===== src/rtl/fpga_cfg_pkg.sv =====
// Shared definitions for the wishbone configuration loader.
//   - register offsets (word offset = wbs_addr_i[3:2])
//   - STATUS register bit positions
//   - loader FSM state encoding
package fpga_cfg_pkg;

    localparam logic [1:0] CFG_OFF_DATA   = 2'd0;
    localparam logic [1:0] CFG_OFF_CTRL   = 2'd1;
    localparam logic [1:0] CFG_OFF_STATUS = 2'd2;

    localparam int ST_BUSY     = 0;
    localparam int ST_DONE     = 1;
    localparam int ST_FULL     = 2;
    localparam int ST_EMPTY    = 3;
    localparam int ST_CNT_LSB  = 4;   // [7:4] fifo_count
    localparam int ST_WCNT_LSB = 16;  // [31:16] word_cnt

    typedef enum logic [1:0] {
        IDLE  = 2'd0,
        SHIFT = 2'd1,
        LOAD  = 2'd2
    } cfg_state_t;

endpackage


===== src/rtl/fpga_cfg_fifo.sv =====
// Synchronous word FIFO for the configuration loader.
// Ports:
//   clk, rst_n   clock, asynchronous active-low reset
//   flush        empties the FIFO (pointers and count to 0)
//   push, wdata  write a word (caller guarantees no push while full without pop)
//   pop, rdata   read side; rdata shows the head word combinationally
//   full, empty, count
module fpga_cfg_fifo #(
    parameter int DEPTH = 4,
    parameter int W     = 32
) (
    input  logic                       clk,
    input  logic                       rst_n,
    input  logic                       flush,
    input  logic                       push,
    input  logic [W-1:0]               wdata,
    input  logic                       pop,
    output logic [W-1:0]               rdata,
    output logic                       full,
    output logic                       empty,
    output logic [$clog2(DEPTH):0]     count
);
    localparam int AW = $clog2(DEPTH);
    localparam int CW = AW + 1;

    logic [W-1:0]  mem [DEPTH];
    logic [AW-1:0] wr_ptr, rd_ptr;

    // Pointers wrap naturally because DEPTH is a power of two.
    always_ff @(posedge clk or negedge rst_n) begin
        if (!rst_n) begin
            wr_ptr <= '0;
            rd_ptr <= '0;
            count  <= '0;
        end else if (flush) begin
            wr_ptr <= '0;
            rd_ptr <= '0;
            count  <= '0;
        end else begin
            if (push) wr_ptr <= wr_ptr + AW'(1);
            if (pop)  rd_ptr <= rd_ptr + AW'(1);
            case ({push, pop})
                2'b10:   count <= count + CW'(1);
                2'b01:   count <= count - CW'(1);
                default: count <= count;
            endcase
        end
    end

    always_ff @(posedge clk) begin
        if (push && !flush) mem[wr_ptr] <= wdata;
    end

    assign rdata = mem[rd_ptr];
    assign full  = (count == CW'(DEPTH));
    assign empty = (count == '0);

endmodule


===== src/rtl/fpga_wb_cfg_loader.sv =====
// Wishbone slave that buffers 32-bit bitstream words and shifts them LSB-first
// onto the fabric configuration chain; after CFG_WORDS words it pulses
// cfg_load_o so the fabric adopts the new configuration.
// Ports:
//   wb_clk_i, wb_rst_ni                 clock, asynchronous active-low reset
//   wbs_stb_i/cyc_i/we_i/sel_i/data_i/addr_i, wbs_ack_o/data_o   wishbone slave
//   cfg_en_o, cfg_data_o                chain shift enable / serial data
//   cfg_load_o                          one-cycle latch pulse
//   cfg_busy_o                          FSM not in IDLE
module fpga_wb_cfg_loader
    import fpga_cfg_pkg::*;
#(
    parameter logic [31:0] BASE_ADDR  = 32'h3000_0000,
    parameter int          FIFO_DEPTH = 4,
    parameter logic [15:0] CFG_WORDS  = 16'd64
) (
    input  logic        wb_clk_i,
    input  logic        wb_rst_ni,
    input  logic        wbs_stb_i,
    input  logic        wbs_cyc_i,
    input  logic        wbs_we_i,
    input  logic [3:0]  wbs_sel_i,
    input  logic [31:0] wbs_data_i,
    input  logic [31:0] wbs_addr_i,
    output logic        wbs_ack_o,
    output logic [31:0] wbs_data_o,
    output logic        cfg_en_o,
    output logic        cfg_data_o,
    output logic        cfg_load_o,
    output logic        cfg_busy_o
);
    localparam int AW = $clog2(FIFO_DEPTH);

    cfg_state_t    state, state_nx;
    logic [31:0]   sr;
    logic [4:0]    bit_cnt;
    logic [15:0]   word_cnt;
    logic          done, enabled;

    logic          req, data_wr, accept, start, push, pop;
    logic          word_inc, set_done;
    logic [1:0]    off;
    logic [31:0]   fifo_rdata, status, rdata_mux;
    logic          fifo_full, fifo_empty;
    logic [AW:0]   fifo_cnt;
    logic [7:0]    cnt8;

    // Byte selects and the low/middle address bits carry no meaning here.
    logic unused_bits;
    assign unused_bits = ^{wbs_sel_i, wbs_addr_i[7:4], wbs_addr_i[1:0]};

    // ---------------- wishbone decode ----------------
    assign off     = wbs_addr_i[3:2];
    assign req     = wbs_stb_i & wbs_cyc_i & (wbs_addr_i[31:8] == BASE_ADDR[31:8]) & ~wbs_ack_o;
    assign data_wr = req & wbs_we_i & (off == CFG_OFF_DATA);
    // A DATA write to a full FIFO waits unless a pop frees a slot this cycle.
    assign accept  = req & ~(data_wr & fifo_full & ~pop);
    assign push    = accept & data_wr;
    // CTRL writes are never stalled, so START is decoded from req directly;
    // this keeps pop -> accept -> start -> pop free of a combinational loop.
    assign start   = req & wbs_we_i & (off == CFG_OFF_CTRL) & wbs_data_i[0];

    assign cnt8 = 8'(fifo_cnt);
    always_comb begin
        status                        = '0;
        status[ST_BUSY]               = (state != IDLE);
        status[ST_DONE]               = done;
        status[ST_FULL]               = fifo_full;
        status[ST_EMPTY]              = fifo_empty;
        status[ST_CNT_LSB +: 4]       = cnt8[3:0];
        status[ST_WCNT_LSB +: 16]     = word_cnt;
    end

    assign rdata_mux = (off == CFG_OFF_STATUS) ? status : 32'd0;

    always_ff @(posedge wb_clk_i or negedge wb_rst_ni) begin
        if (!wb_rst_ni) begin
            wbs_ack_o  <= 1'b0;
            wbs_data_o <= '0;
        end else begin
            wbs_ack_o  <= accept;
            wbs_data_o <= (accept && !wbs_we_i) ? rdata_mux : 32'd0;
        end
    end

    fpga_cfg_fifo #(.DEPTH(FIFO_DEPTH), .W(32)) u_fifo (
        .clk   (wb_clk_i),
        .rst_n (wb_rst_ni),
        .flush (start),
        .push  (push),
        .wdata (wbs_data_i),
        .pop   (pop),
        .rdata (fifo_rdata),
        .full  (fifo_full),
        .empty (fifo_empty),
        .count (fifo_cnt)
    );

    // ---------------- FSM ----------------
    always_ff @(posedge wb_clk_i or negedge wb_rst_ni) begin
        if (!wb_rst_ni) state <= IDLE;
        else            state <= state_nx;
    end

    always_comb begin
        state_nx = state;
        pop      = 1'b0;
        word_inc = 1'b0;
        set_done = 1'b0;
        case (state)
            IDLE: begin
                if (enabled && !fifo_empty) begin
                    pop      = 1'b1;
                    state_nx = SHIFT;
                end
            end
            SHIFT: begin
                if (bit_cnt == 5'd31) begin
                    word_inc = 1'b1;
                    if (word_cnt + 16'd1 == CFG_WORDS) state_nx = LOAD;
                    else if (!fifo_empty)              pop      = 1'b1;  // no bubble
                    else                               state_nx = IDLE;
                end
            end
            LOAD: begin
                set_done = 1'b1;
                state_nx = IDLE;
            end
            default: state_nx = IDLE;
        endcase
        // START overrides everything, including a pending move into LOAD.
        if (start) begin
            state_nx = IDLE;
            pop      = 1'b0;
        end
    end

    // ---------------- shifter / counters ----------------
    always_ff @(posedge wb_clk_i or negedge wb_rst_ni) begin
        if (!wb_rst_ni) begin
            sr       <= '0;
            bit_cnt  <= '0;
            word_cnt <= '0;
            done     <= 1'b0;
            enabled  <= 1'b1;
        end else begin
            if (start) begin
                word_cnt <= '0;
                done     <= 1'b0;
                enabled  <= 1'b1;
            end else begin
                if (word_inc) word_cnt <= word_cnt + 16'd1;
                if (set_done) begin
                    done    <= 1'b1;
                    enabled <= 1'b0;
                end
            end
            if (pop) begin
                sr      <= fifo_rdata;
                bit_cnt <= '0;
            end else if (state == SHIFT) begin
                sr      <= sr >> 1;
                bit_cnt <= bit_cnt + 5'd1;
            end
        end
    end

    assign cfg_en_o   = (state == SHIFT);
    assign cfg_data_o = cfg_en_o & sr[0];
    assign cfg_load_o = (state == LOAD);
    assign cfg_busy_o = (state != IDLE);

endmodule


===== config.mk =====
export PLATFORM = sky130hd
export DESIGN_NAME = fpga_wb_cfg_loader
export DESIGN_NICKNAME = d
export VERILOG_FILES = /design/src/rtl/fpga_cfg_pkg.sv /design/src/rtl/fpga_cfg_fifo.sv /design/src/rtl/fpga_wb_cfg_loader.sv
export SDC_FILE = /design/constraint.sdc
export NUM_CORES = 1
export LEC_CHECK = 0
export BUFFER_PORTS_ARGS = -buffer_cell sky130_fd_sc_hd__buf_2
export CELL_PAD_IN_SITES_DETAIL_PLACEMENT = 1
export CELL_PAD_IN_SITES_GLOBAL_PLACEMENT = 2
export CORE_ASPECT_RATIO = 1.5
export CORE_UTILIZATION = 44
export DETAILED_ROUTE_END_ITERATION = 16
export PLACE_DENSITY_LB_ADDON = 0.25
export SLEW_MARGIN = 25
export SYNTH_ARGS = -nofsm -noshare
export SYNTH_HDL_FRONTEND = slang
export SYNTH_SLANG_ARGS = --single-unit
export TNS_END_PERCENT = 10

===== constraint.sdc =====
create_clock -name wb_clk_i -period 10 [get_ports wb_clk_i]
set_input_delay 1 -clock wb_clk_i [delete_from_list [all_inputs] [get_ports wb_clk_i]]
set_output_delay 1 -clock wb_clk_i [all_outputs]
set_load 0.1 [all_outputs]

==> metrics.yaml <==
cts_tree: "done"
routed_via_density: 5.39
ctsResizeCount: 0
cts_hold_buf: 0
syn_area_mm2: 0.00901
synth_top_area_cell: "edfxtp_1"
start_util_pct: 45.2
status: "complete, no violations"
endpoint_kind: "flip-flop"
antenna_left: 0
fin_nets: 809
reg2reg_from: "bit_cnt[0]"
fmax_mhz: 269
yosys-top-cells-count: "edfxtp_1 (128), dfrtp_1 (87), nand2_1 (85), nor2_1 (59)"
worst_pin_slew_ns: 0.847
fin_crit_ns: 3.71
post_drt_wl_per_cell_um: 18.1
port_buffers: 90
crit_arrival_ns: 4.07
grt_max_degree: 62
fp.coreArea_mm2: 0.0199
synthMuxAreaShare_pct: 8.34
synth_top_family_by_area: "simple AND/OR/NAND/NOR gates"
via_count: 5400
final_core_util_pct: 52.1
netlist-cell-type-count: 59
dp_cells: 965
std_cell_rows: 63
clock_skew_ns: 0.00892
numCtsBuffers: 21
synth_cells: 639
synthSimpleGateAreaFrac_pct: 13.4
ff2ff_setup_slack_ns: 6.41
ys_ff_latch: 216
grt_pass1_wl_mm: 29.7
min_period_over_period_pct: 37.1
drt_wl_total_mm: 18.2
pin_count: 110
insertion_delay_ns: 0.49
start_kind: "primary input"
maxCapViolCount: 0
power_leakage_nw: 4.09
clk_pin_slew_worst_paths_ns: 0.07
synth_adder_area_share_pct: 1.19
finalSetupTns_ns: 0
diodes: 0
die_height_um: 177
rsz0062_at_grt: "false"
die_area_mm2: 0.0211
synth_edf_count: 128
synth.area.top_cells: "edfxtp_1 (43%), dfrtp_1 (24%), mux4_2 (8.0%)"
clock_sinks: 216
setup-violations-final: 0
synth-compound-area-share_pct: 4.87
drc: 0
cts-root-buf: "clkbuf_16"
syn_avg_cell_area_um2: 14.1
critPathKind: "primary input to flip-flop"
yosysMostFrequentCell: "edfxtp_1"
seq_area_frac_synth_pct: 67.1
slew_viol_final: 0
ys_async_sr_fraction_pct: 40.7
post-synth-top-area-fraction_pct: 42.6
num-fill-cells: 2021
hold_class: "primary input to asynchronous set/reset pin"
antenna_found_initial: 0
clockBufferDepth: 3
ir_worst_vdd_mv: 0.185
dr.pass1.iters: 4
areaGrowthSynthToFinish_pct: 15.2
worstPathRequired_ns: 10.36
seqCellArea_mm2: 0.00605
grt-ovfl-total: 0
multi_input_area_mm2: 0.00273
slew_headroom_pct: 43.6
synth_warnings: 0
fin_cells: 1002
dpl.hpwl_mm: 11.6
first_iter_violations: 178
postCtsSetupBuffers: 0
dieWidth_um: 119
finalHoldViolCount: 0
timing.hold.ws_ns: 0.438
rr_worst_depth: 11
gp_congestion: 0.761
pwr_density_cell_mw_per_mm2: 174
rr_endpoint: "u_fifo.mem[2][6]"
synth_xor_area_share_pct: 1.94
grt_pass1_vias: 5876
synthFlopType: "edfxtp_1"
drive_gt1_share_pct: 25.1
worst-path-max-fanout: 18
gr-usage-all-layers_pct: 17.9
cts_max_level: 1
-- flip-flops by register name (all words and copies together), names as in the netlist, 2 cells and up --
signal / count
u_fifo.rd_ptr: 2
wbs_data_o: 23
state: 2
bit_cnt: 5
u_fifo.mem: 128
sr: 32
word_cnt: 16
u_fifo.wr_ptr: 2
u_fifo.count: 3
-- cells by family after synthesis --
logic type / Yosys count
AO/OA/AOI/OAI: 63
other: 1
multiplexers: 35
flip-flops: 216
adder cells (fa/ha/maj): 8
buffers and inverters: 50
AND/OR/NAND/NOR: 246
XOR/XNOR: 20
-- routing by layer --
layer	routed length (um)	up-vias	part of all wire, %	track usage, %
met5	0	-	0	0
met4	334	0	1.8	4.85
met3	590	29	3.2	2.63
met2	10300	88	57	35.8
met1	6940	2776	38	19.2
li1	-	2507	-	-
-- worst max-delay path by stage --
stage | start | to | depth (start not counted)
3_5_place_dp | wbs_addr_i[18] | u_fifo.count[2] | 11
5_1_grt | wbs_addr_i[18] | u_fifo.count[2] | 11
6_report | wbs_addr_i[18] | u_fifo.count[2] | 11
3_3_place_gp | wbs_addr_i[18] | u_fifo.count[2] | 11
2_1_floorplan | state[1] | cfg_data_o | 5
4_1_cts | wbs_addr_i[18] | u_fifo.count[2] | 11
-- critical path: stages --
cell and delay (ns):
buf_2 0.10, nor4_1 0.37, nand3_1 0.33, o31ai_1 0.59
a41oi_1 0.17, nor2_4 0.48, nor2_1 0.13, fa_1 0.44
and3_1 0.20, mux2i_1 0.15, nand3_1 0.09
-- final cells by class --
| cell class | instances | share of cell area (%) |
|---|---|---|
| sequential | 216 | 58.3 |
| multi-input combinational | 381 | 26.3 |
| clock buffer | 25 | 5.40 |
| timing repair buffer | 101 | 5.16 |
| tap | 260 | 3.13 |
| clock inverter | 12 | 1.54 |
| inverter | 7 | 0.253 |
-- stage by stage --
stage	setup WS [ns]	cell area, um^2	total power [mW]
CTS	6.20	10400	1.83
global placement	5.84	9660	1.00
finish	6.29	10400	1.81
detailed placement	5.68	9660	1.01
global route	5.99	10400	1.86
floorplan	6.33	9040	0.983
-- placed cells by master (no fill, tap or decap), types with 12 or more instances in the layout --
cell type and n:
nand2_1 85, clkbuf_16 21, buf_4 12, edfxtp_1 128, dfrtp_1 85, nand3_1 14
buf_2 89, a31oi_1 32, and2_1 29, mux4_2 32, nor2_1 59
-- where the power goes --
| part | total [mW] | internal [mW] | switching [mW] |
|---|---|---|---|
| clock network | 0.823 | 0.502 | 0.321 |
| logic | 0.0411 | 0.0101 | 0.0310 |
| registers | 0.946 | 0.946 | 0.0000486 |
| total | 1.81 | 1.46 | 0.352 |
Power figures use the tool's default switching activity.
